==> config.mk <==
export PLATFORM = sky130hd
export DESIGN_NAME = onewire_ctrl_flat
export DESIGN_NICKNAME = d
export VERILOG_FILES = /design/src/rtl/onewire_pkg.sv /design/src/rtl/onewire_if.sv /design/src/rtl/onewire_timer.sv /design/src/rtl/onewire_ctrl.sv /design/src/flat_wrapper.sv
export SDC_FILE = /design/constraint.sdc
export NUM_CORES = 1
export LEC_CHECK = 0
export BUFFER_PORTS_ARGS = -buffer_cell sky130_fd_sc_hd__buf_2
export CAP_MARGIN = 40
export CORE_ASPECT_RATIO = 1.75
export CORE_MARGIN = 3
export CORE_UTILIZATION = 55
export CTS_CLUSTER_SIZE = 8
export DETAILED_ROUTE_END_ITERATION = 16
export GPL_TIMING_DRIVEN = 0
export PLACE_DENSITY = 0.82
export REMOVE_ABC_BUFFERS = 1
export SETUP_SLACK_MARGIN = 0.4
export SLEW_MARGIN = 20
export SYNTH_ARGS = -nofsm -noshare
export SYNTH_HDL_FRONTEND = slang
export SYNTH_SLANG_ARGS = --single-unit
==> constraint.sdc <==
create_clock -name clk -period 6.7 [get_ports clk]
set_clock_uncertainty 0.1 [all_clocks]
set_input_delay 1.34 -clock clk [delete_from_list [all_inputs] [get_ports clk]]
set_output_delay 1.34 -clock clk [all_outputs]
set_load 0.02 [all_outputs]
==> src/rtl/onewire_pkg.sv <==
// Shared types and timing helper for the 1-wire bus master sequencer.
package onewire_pkg;

    typedef enum logic [1:0] {
        OP_RESET = 2'd0,
        OP_BIT   = 2'd1,
        OP_BYTE  = 2'd2,
        OP_NOP   = 2'd3
    } op_t;

    typedef enum logic [3:0] {
        IDLE,
        RST_LOW,
        RST_HIGH,
        RST_TAIL,
        SLOT_LOW,
        SLOT_DRV,
        SLOT_TAIL,
        SLOT_REC,
        RESP
    } state_t;

    function automatic int us2cyc(input int us, input int clk_per_us);
        return us * clk_per_us;
    endfunction

endpackage

==> src/rtl/onewire_if.sv <==
// Command/response handshake plus pad signals between the host side and the controller.
interface onewire_if;
    import onewire_pkg::*;

    // Both channels transfer on a cycle where valid && ready; the sender holds
    // its payload stable while valid is high and ready is low.
    logic       cmd_valid;
    logic       cmd_ready;
    op_t        cmd_op;
    logic [7:0] cmd_data;
    logic       rsp_valid;
    logic       rsp_ready;
    logic [7:0] rsp_data;
    logic       rsp_presence;
    logic       owr_pull;
    logic       owr_in;

    modport master (
        output cmd_valid, cmd_op, cmd_data, rsp_ready, owr_in,
        input  cmd_ready, rsp_valid, rsp_data, rsp_presence, owr_pull
    );

    modport slave (
        input  cmd_valid, cmd_op, cmd_data, rsp_ready, owr_in,
        output cmd_ready, rsp_valid, rsp_data, rsp_presence, owr_pull
    );

endinterface

==> src/rtl/onewire_timer.sv <==
// Loadable down-counter; done flags the cycle the count sits at zero.
module onewire_timer #(
    parameter int W = 8
) (
    input  logic         clk,
    input  logic         rst_n,
    input  logic         load,
    input  logic [W-1:0] value,
    output logic         done
);

    logic [W-1:0] r_count;

    always_ff @(posedge clk or negedge rst_n) begin
        if (!rst_n) begin
            r_count <= '0;
        end else if (load) begin
            r_count <= value;
        end else if (r_count != '0) begin
            r_count <= r_count - W'(1);
        end
    end

    assign done = (r_count == '0);

endmodule

==> src/rtl/onewire_ctrl.sv <==
// 1-wire bus master: sequences RESET/BIT/BYTE slot timing and returns presence or read data.
module onewire_ctrl
    import onewire_pkg::*;
#(
    parameter int CLK_PER_US = 50,
    parameter int T_RSTL     = 480,
    parameter int T_RSTH     = 480,
    parameter int T_RSTP     = 70,
    parameter int T_DAT0     = 60,
    parameter int T_DAT1     = 6,
    parameter int T_DATS     = 15,
    parameter int T_REC      = 5
) (
    input  logic       clk,
    input  logic       rst_n,
    onewire_if.slave   bus,
    output state_t     o_dbg_state
);

    localparam int T_MAX = (T_RSTL > T_RSTH) ? T_RSTL : T_RSTH;
    localparam int TW    = $clog2(T_MAX * CLK_PER_US);

    // Each segment loads N*CLK_PER_US-1 so it lasts exactly N*CLK_PER_US cycles.
    localparam logic [TW-1:0] C_RSTL = TW'(us2cyc(T_RSTL, CLK_PER_US) - 1);
    localparam logic [TW-1:0] C_RSTP = TW'(us2cyc(T_RSTP, CLK_PER_US) - 1);
    localparam logic [TW-1:0] C_RSTT = TW'(us2cyc(T_RSTH - T_RSTP, CLK_PER_US) - 1);
    localparam logic [TW-1:0] C_DAT1 = TW'(us2cyc(T_DAT1, CLK_PER_US) - 1);
    localparam logic [TW-1:0] C_DRV  = TW'(us2cyc(T_DATS - T_DAT1, CLK_PER_US) - 1);
    localparam logic [TW-1:0] C_TAIL = TW'(us2cyc(T_DAT0 - T_DATS, CLK_PER_US) - 1);
    localparam logic [TW-1:0] C_REC  = TW'(us2cyc(T_REC, CLK_PER_US) - 1);

    state_t     r_state;
    op_t        r_op;
    logic       r_sync1;
    logic       r_sync2;
    logic       r_pull;
    logic       r_cmd_ready;
    logic       r_rsp_valid;
    logic       r_presence;
    logic       r_rbit;
    logic [2:0] r_slot;
    logic [7:0] r_shift;
    logic [7:0] r_rsp_data;

    logic          w_accept;
    logic          w_done;
    logic          w_load;
    logic [TW-1:0] w_value;

    assign w_accept = bus.cmd_valid && r_cmd_ready;

    // Timer is reloaded on the same edge that moves the FSM into the next segment.
    always_comb begin
        w_load  = 1'b0;
        w_value = C_DAT1;
        case (r_state)
            IDLE: begin
                w_load  = w_accept && (bus.cmd_op != OP_NOP);
                w_value = (bus.cmd_op == OP_RESET) ? C_RSTL : C_DAT1;
            end
            RST_LOW:   begin w_load = w_done; w_value = C_RSTP; end
            RST_HIGH:  begin w_load = w_done; w_value = C_RSTT; end
            SLOT_LOW:  begin w_load = w_done; w_value = C_DRV;  end
            SLOT_DRV:  begin w_load = w_done; w_value = C_TAIL; end
            SLOT_TAIL: begin w_load = w_done; w_value = C_REC;  end
            SLOT_REC:  begin w_load = w_done; w_value = C_DAT1; end
            default:   ;
        endcase
    end

    onewire_timer #(.W(TW)) u_timer (
        .clk   (clk),
        .rst_n (rst_n),
        .load  (w_load),
        .value (w_value),
        .done  (w_done)
    );

    always_ff @(posedge clk or negedge rst_n) begin
        if (!rst_n) begin
            r_state     <= IDLE;
            r_op        <= OP_NOP;
            r_sync1     <= 1'b1;
            r_sync2     <= 1'b1;
            r_pull      <= 1'b0;
            r_cmd_ready <= 1'b0;
            r_rsp_valid <= 1'b0;
            r_presence  <= 1'b0;
            r_rbit      <= 1'b0;
            r_slot      <= 3'd0;
            r_shift     <= 8'd0;
            r_rsp_data  <= 8'd0;
        end else begin
            r_sync1 <= bus.owr_in;
            r_sync2 <= r_sync1;
            case (r_state)
                IDLE: begin
                    r_cmd_ready <= 1'b1;
                    if (w_accept) begin
                        r_cmd_ready <= 1'b0;
                        r_op        <= bus.cmd_op;
                        r_shift     <= bus.cmd_data;
                        r_slot      <= 3'd0;
                        r_presence  <= 1'b0;
                        r_rsp_data  <= 8'd0;
                        case (bus.cmd_op)
                            OP_RESET: begin r_state <= RST_LOW;  r_pull <= 1'b1; end
                            OP_BIT,
                            OP_BYTE:  begin r_state <= SLOT_LOW; r_pull <= 1'b1; end
                            default:  begin r_state <= RESP;     r_rsp_valid <= 1'b1; end
                        endcase
                    end
                end
                RST_LOW: if (w_done) begin
                    r_state <= RST_HIGH;
                    r_pull  <= 1'b0;
                end
                RST_HIGH: if (w_done) begin
                    r_presence <= !r_sync2;
                    r_state    <= RST_TAIL;
                end
                RST_TAIL: if (w_done) begin
                    r_state     <= RESP;
                    r_rsp_valid <= 1'b1;
                end
                SLOT_LOW: if (w_done) begin
                    r_state <= SLOT_DRV;
                    r_pull  <= !r_shift[0];
                end
                SLOT_DRV: if (w_done) begin
                    r_rbit  <= r_sync2;
                    r_state <= SLOT_TAIL;
                end
                SLOT_TAIL: if (w_done) begin
                    r_state <= SLOT_REC;
                    r_pull  <= 1'b0;
                end
                SLOT_REC: if (w_done) begin
                    // Shift only after recovery so r_shift[0] stays the write bit for the whole slot.
                    if (r_op == OP_BYTE && r_slot != 3'd7) begin
                        r_slot  <= r_slot + 3'd1;
                        r_shift <= {r_rbit, r_shift[7:1]};
                        r_pull  <= 1'b1;
                        r_state <= SLOT_LOW;
                    end else begin
                        r_rsp_data  <= (r_op == OP_BYTE) ? {r_rbit, r_shift[7:1]} : {7'd0, r_rbit};
                        r_rsp_valid <= 1'b1;
                        r_state     <= RESP;
                    end
                end
                RESP: if (bus.rsp_ready) begin
                    r_rsp_valid <= 1'b0;
                    r_cmd_ready <= 1'b1;
                    r_state     <= IDLE;
                end
                default: r_state <= IDLE;
            endcase
        end
    end

    assign bus.cmd_ready    = r_cmd_ready;
    assign bus.rsp_valid    = r_rsp_valid;
    assign bus.rsp_data     = r_rsp_data;
    assign bus.rsp_presence = r_presence;
    assign bus.owr_pull     = r_pull;
    assign o_dbg_state      = r_state;

endmodule

==> src/flat_wrapper.sv <==
// flat-port wrapper written by rule: the top's interface ports become plain ports
module onewire_ctrl_flat import onewire_pkg::*;
#(
    parameter int CLK_PER_US = 50,
    parameter int T_RSTL     = 480,
    parameter int T_RSTH     = 480,
    parameter int T_RSTP     = 70,
    parameter int T_DAT0     = 60,
    parameter int T_DAT1     = 6,
    parameter int T_DATS     = 15,
    parameter int T_REC      = 5
)
  (clk, rst_n, o_dbg_state, bus_cmd_valid, bus_cmd_op, bus_cmd_data, bus_rsp_ready, bus_owr_in, bus_cmd_ready, bus_rsp_valid, bus_rsp_data, bus_rsp_presence, bus_owr_pull);
  onewire_if bus_i ();
  input  logic clk;
  input  logic rst_n;
  output state_t o_dbg_state;
  input wire logic [$bits(bus_i.cmd_valid)-1:0] bus_cmd_valid;
  input wire logic [$bits(bus_i.cmd_op)-1:0] bus_cmd_op;
  input wire logic [$bits(bus_i.cmd_data)-1:0] bus_cmd_data;
  input wire logic [$bits(bus_i.rsp_ready)-1:0] bus_rsp_ready;
  input wire logic [$bits(bus_i.owr_in)-1:0] bus_owr_in;
  output wire logic [$bits(bus_i.cmd_ready)-1:0] bus_cmd_ready;
  output wire logic [$bits(bus_i.rsp_valid)-1:0] bus_rsp_valid;
  output wire logic [$bits(bus_i.rsp_data)-1:0] bus_rsp_data;
  output wire logic [$bits(bus_i.rsp_presence)-1:0] bus_rsp_presence;
  output wire logic [$bits(bus_i.owr_pull)-1:0] bus_owr_pull;
  assign bus_i.cmd_valid = bus_cmd_valid;
  assign bus_i.cmd_op = bus_cmd_op;
  assign bus_i.cmd_data = bus_cmd_data;
  assign bus_i.rsp_ready = bus_rsp_ready;
  assign bus_i.owr_in = bus_owr_in;
  assign bus_cmd_ready = bus_i.cmd_ready;
  assign bus_rsp_valid = bus_i.rsp_valid;
  assign bus_rsp_data = bus_i.rsp_data;
  assign bus_rsp_presence = bus_i.rsp_presence;
  assign bus_owr_pull = bus_i.owr_pull;
  onewire_ctrl #(.CLK_PER_US(CLK_PER_US), .T_RSTL(T_RSTL), .T_RSTH(T_RSTH), .T_RSTP(T_RSTP), .T_DAT0(T_DAT0), .T_DAT1(T_DAT1), .T_DATS(T_DATS), .T_REC(T_REC)) u_core (.clk(clk), .rst_n(rst_n), .bus(bus_i), .o_dbg_state(o_dbg_state));
endmodule
==> results.toml, run 1 <==
[pwr]
power.density_mw_per_mm2 = 174.5
total_power_uw = 515.1
vdd_drop_max_mv = 0.1358
p_leak_uw = 0.001263

[worst_hold_path]
min_to = "u_core.r_sync2$_DFF_PN1_"
hp-start = "u_core.r_sync1$_DFF_PN1_"
hold_path_class = "reg2reg"
min_path_cells = 0

[worst_setup_path]
critPathSlowestCell = "nand4_1"
path_cells = "inv_1 -> ha_1 -> nor3b_2 -> nand4_1 -> a22oi_4 -> mux2_2"
rr_worst_depth = 6
rr_startpoint = "u_core.u_timer.r_count[0]$_DFFE_PN0P_"
crit_family = "simple AND/OR/NAND/NOR gates"
r2r_slack_ns = 3.69
required_ns = 6.79
r2r_end = "u_core.r_shift[3]$_DFFE_PN0P_"
start_kind = "register"
endpoint_kind = "register"
cp_max_fo = 13
cp.arrival_ns = 3.10
worstSetupPathType = "reg2reg"
cp-startpoint = "u_core.u_timer.r_count[0]$_DFFE_PN0P_"
max_stage_delay_ns = 0.67
critical_path_buf_inv_count = 1

[synth]
synth_top_family_by_area = "simple AND/OR/NAND/NOR gates"
synth-simple-area-share = 0.2127
ys_types = 55
syn_avg_cell_area_um2 = 9.530
synth_mux_area_frac = 0.08800
synth_edf_count = 0
ys_seq_area_frac = 0.4442
ys.flop_type = "dfrtp_1"
ys.warnings.count = 0
synth_fa_ha_area_frac = 0.02353
synthesis.area_mm2 = 0.002659
synthArstFlopShare = 1.000
synth_cells = 279
synth_xor_area_frac = 0.02635
synth-seq-cells = 47
synth_compound_area_frac = 0.1656

[drt]
num_vias = 2265
drc = 0
first_iter_violations = 125
routed_via_density = 6.380
wire_per_inst_um = 17.79
ant_nets = 0
wl_um = 6317
dr.pass1.iters = 5

[cells_and_area]
diodes = 0
final_layout_size_suffix_gt1_frac = 0.2105
nets = 323
area_growth_pct = 11.06

[clock_tree]
htree_levels = 2
numCtsBuffers = 5
clkSinkCount = 47
cts_tree = "yes"
cts_resized = 0
cts_root_buf = "clkbuf_8"
cts_buffer_depth = 2
cts.clk_slew.worst_paths_ns = 0.09
post-cts-setup-buffer-count = 0
holdBufCountCts = 0
insertion_delay_ns = 0.31

[outcome]
outcome = "complete, no violations"

[sta]
fin_crit_ns = 3.012
rsz0062_at_grt = "no"
worst_slack_ns = 3.688
min_period_over_period = 0.4495
finalMaxSlewViolations = 0
worst_pin_slew_ns = 0.6806
fmax_mhz = 332.0
relSlewSlack = 0.5415
finalHoldViolations = 0
setup_viol = 0
hold_slack_ns = 0.2625
tns_ns = 0

[global_routing]
grt_usage = 0.2390
grt_pass1_wl_um = 10570
first_global_vias = 2276
grt_max_degree = 26
antenna_found_initial = 0
grt-ovfl-total = 0

[job]
maxCapViolations = 0

[die]
dieArea_mm2 = 0.005737
rows = 32
die_w_um = 58.56
pin_count = 31
core_area_mm2 = 0.004524
die_height_um = 97.98
start_util = 0.5877

[place]
gp_congestion = 0.8163
place_ws_ns = 3.628
io_buffers = 30
dp_hpwl_um = 4658
-- logic make-up after synthesis --
logic type	count (synthesis)
and+or+nand+nor	108
buffers and inverters	26
adders and majority gates	5
DFF	47
AOI/OAI and AO/OA	63
muxes	22
xor gates and xnor gates	8
-- state kept, by name (all words and copies together), names as in the netlist --
name                     count
u_core.bus.owr_pull          1
u_core.o_dbg_state           4
u_core.u_timer.r_count      15
u_core.r_sync1               1
u_core.bus.cmd_ready         1
u_core.r_op                  2
u_core.r_sync2               1
u_core.bus.rsp_valid         1
u_core.bus.rsp_data          8
u_core.r_shift               8
u_core.r_rbit                1
u_core.r_slot                3
u_core.bus.rsp_presence      1
-- synthesized netlist by cell type (2+ instances only) --
cell,number,area [um2]
nand2b_1,2,12.51
buf_1,2,7.510
nand3_1,9,45.04
buf_2,3,15.01
or2_2,3,18.77
o22ai_1,5,31.28
xnor2_1,3,26.28
clkinv_1,2,7.510
dfstp_2,4,105.1
nor2_1,14,52.55
nand2_1,41,153.9
or3_1,3,18.77
ha_1,5,62.56
dfrtp_1,43,1076
mux2_2,11,123.9
o211ai_1,5,37.54
a21oi_1,11,55.05
nor4_1,4,25.02
xor2_1,5,43.79
or4_1,2,15.01
inv_1,10,37.54
nor2b_1,7,43.79
o31ai_1,6,45.04
or3b_2,2,17.52
o21ai_0,14,70.07
mux2i_1,11,110.1
nand4_1,3,18.77
a22o_1,7,61.31
nor3_1,9,45.04
clkbuf_1,8,30.03
-- power by group --
part           internal, uW  switching (uW)
clock                   111            99.5
sequential              285           0.609
combinational          7.42            11.6
-- per-layer routing --
| layer | up-vias | global-route usage | share of wire |
|---|---|---|---|
| met5 | - | 0 | 0 |
| met4 | 0 | 0.1339 | 0.036 |
| met3 | 20 | 0.03439 | 0.041 |
| met2 | 89 | 0.4298 | 0.57 |
| met1 | 1094 | 0.2539 | 0.35 |
| li1 | 1062 | - | - |
-- per-stage QoR --
stage               instances  utilization  instance area, um2
floorplan                 265            -                2599
global placement          346       0.6217                2813
detailed placement        347       0.6278                2840
CTS                       355       0.6527                2953
global route              355       0.6527                2953
finish                    355       0.6527                2953
-- cell type report --
type	count	area, um2
clock buffer	5	68.82
tap	51	63.81
multi-input combinational	206	1373
fill	375	1572
inverter	12	45.04
sequential	47	1181
timing repair buffer	31	177.7
clock inverter	3	43.79
-- how the worst max path moves through the flow --
stage	to	slack, ns	cells after the start
2_1_floorplan	u_core.r_shift[0]$_DFFE_PN0P_	4.07	3
3_3_place_gp	u_core.r_shift[6]$_DFFE_PN0P_	3.63	4
3_5_place_dp	u_core.r_shift[3]$_DFFE_PN0P_	3.63	4
4_1_cts	u_core.r_shift[3]$_DFFE_PN0P_	3.68	6
5_1_grt	u_core.r_shift[3]$_DFFE_PN0P_	3.54	6
6_report	u_core.r_shift[3]$_DFFE_PN0P_	3.69	6
-- cells in the final DEF, fill, tap and decap left out, drive strengths merged, types with 2 or more instances in the layout --
master,synthesis,final
or3b,2,2
or4,2,2
a22oi,2,2
mux2i,11,11
o31ai,6,6
nand2,41,41
o22ai,5,5
nand3,9,9
nor4,6,6
mux2,11,11
nand2b,2,2
or3,4,4
buf,6,31
ha,5,5
o211ai,5,5
xnor2,3,3
clkinv,2,4
xor2,5,5
o21ai,14,14
dfstp,4,4
nor3b,2,2
nor2,14,14
a22o,7,7
nand4,3,3
clkbuf,8,5
or2,3,3
nor2b,7,7
nor3,9,9
inv,10,10
a21oi,11,11
dfrtp,43,43
Power figures use the tool's default switching activity.
==> inputs of run 2 (changes only) <==
Settings changed: CORE_UTILIZATION 55 to 52, PLACE_DENSITY 0.82 to 0.81.
Clock period 6.7 ns to 2.5 ns, I/O delays scaled along.
==> run 2 against run 1 <==
Compared with the run above: clock-buffer cell count unchanged; hold slack worse by 0.16 ns; core utilization grew 5.8 points; critical path depth grew 1; critical path type unchanged; largest cell class unchanged.
==> results.toml, run 2 (synthesis results as in run 1) <==
[cells_and_area]
area_growth_pct = 29.18
largest_reg_flops = 15
diodes = 0
utilization = 0.7110
final_layout_size_suffix_gt1_frac = 0.3634
layout_common_cells = "nand2_1 (39), dfrtp_1 (39), buf_4 (32)"
top_register = "u_core.u_timer.r_count"
nets = 363

[clock_tree]
numCtsBuffers = 5
holdBufCountCts = 0
cts_buffer_depth = 2
cts_root_buf = "clkbuf_8"
clkSinkCount = 47
htree_levels = 2
cts.clk_slew.worst_paths_ns = 0.09
insertion_delay_ns = 0.31
cts_tree = "yes"

[drt]
first_iter_violations = 140
ant_nets = 0
drc = 0
dr.pass1.iters = 5
num_vias = 2527
wire_per_inst_um = 19.51
routed_via_density = 6.381
wl_um = 7725

[global_routing]
met2_usage = 0.4625
met1_usage = 0.2917
met3_usage = 0.06154
grt_usage = 0.2738
grt_max_degree = 26
grt_pass1_wl_um = 12480
grt-ovfl-total = 0
first_global_vias = 2596
top_usage_layer = "met2"
antenna_found_initial = 0

[worst_setup_path]
start_kind = "register"
endpoint_kind = "register"
cp.arrival_ns = 2.28
r2r_slack_ns = 0.33
required_ns = 2.60
rr_startpoint = "u_core.u_timer.r_count[11]$_DFFE_PN0P_"
cp-startpoint = "u_core.u_timer.r_count[11]$_DFFE_PN0P_"
cp_max_fo = 5
worstSetupPathType = "reg2reg"

[die]
pin_count = 31
die_w_um = 60.06
start_util = 0.5504
dieArea_mm2 = 0.006041
core_area_mm2 = 0.004831
die_height_um = 100.6
rows = 33

[sta]
finalHoldViolations = 0
setup_viol = 0
rsz0062_at_grt = "yes"
min_period_over_period = 0.8694
relSlewSlack = 0.5808
fmax_mhz = 460.1
fin_crit_ns = 2.173
finalMaxSlewViolations = 0
worst_pin_slew_ns = 0.6287
hold_slack_ns = 0.09975

[pwr]
p_leak_uw = 0.001491
power.density_mw_per_mm2 = 377.7
vdd_drop_max_mv = 0.5794

[place]
io_buffers = 30
dp_hpwl_um = 4684
gp_congestion = 0.9155

[worst_hold_path]
hold_path_class = "in2async"

[outcome]
outcome = "complete, no violations"

[job]
maxCapViolations = 0
[run 2: cell types whose count changed in the layout (fill, tap and decap cells not counted), sizes merged]
cell,before,now
inv,10,11
clkinvlp,0,2
buf,31,71
clkinv,4,2
bufinv,1,0
[run 2: path summary, 6_finish.rpt]
check | to | depth (start not counted)
setup / recovery | u_core.r_shift[1]$_DFFE_PN0P_ | 7
hold / removal | u_core.u_timer.r_count[2]$_DFFE_PN0P_ | 1
setup reg to reg | u_core.r_shift[1]$_DFFE_PN0P_ | 7
hold reg to reg | u_core.r_sync2$_DFF_PN1_ | 0
max in group asynchronous | u_core.r_op[0]$_DFFE_PN1P_ | 2
min in group clk | u_core.r_sync1$_DFF_PN1_ | 1
[run 2: area by class of cell]
type,count,area (um2)
Clock buffer,5,68.82
Fill cell,339,1396
Inverter,12,45.04
Timing Repair Buffer,71,541.8
Clock inverter,3,23.77
Tap cell,52,65.06
Sequential cell,47,1194
Multi-Input combinational cell,206,1496
[run 2: stage by stage]
stage	setup slack, ns	std cells	total power [uW]	cell area [um2]	TNS [ns]
6_report	0.3265	396	1297	3435	0
3_3_place_gp	-0.5128	347	825.1	2814	-9.342
3_5_place_dp	-0.5693	348	831.9	2841	-11.62
5_1_grt	0.2212	396	1341	3435	0
4_1_cts	0.3838	386	1300	3318	0
2_1_floorplan	0.09774	265	793.7	2599	0
[run 2: power breakdown]
part           total [uW]  internal (uW)  switching [uW]  leakage (uW)
combinational        53.0           20.3            32.8      0.000912
sequential            765            763            2.10      0.000539
clock                 479            200             279     0.0000408
total                1300            984             314       0.00149
[run 2: critical path: stages, from the launching register on]
cell	delay (ns)
dfrtp_1	0.44
nor4_1	0.43
nand4_1	0.19
buf_6	0.18
a22oi_4	0.17
buf_6	0.13
buf_12	0.10
mux2_2	0.32
[run 2: metal layers]
metal | vias to the layer above | routed length (um)
li1 | 1135 | -
met1 | 1207 | 2650
met2 | 137 | 4123
met3 | 48 | 499
met4 | 0 | 451
met5 | - | 0
[run 2: timing repair]
item | in CTS | in global routing
endpoints found under the setup margin | 44 | 29
resized for setup | 29 | 15
endpoints found under the hold margin | 0 | 0
setup buffers | 29 | 10
pin swaps | 13 | 7
cloned | 1 | 0
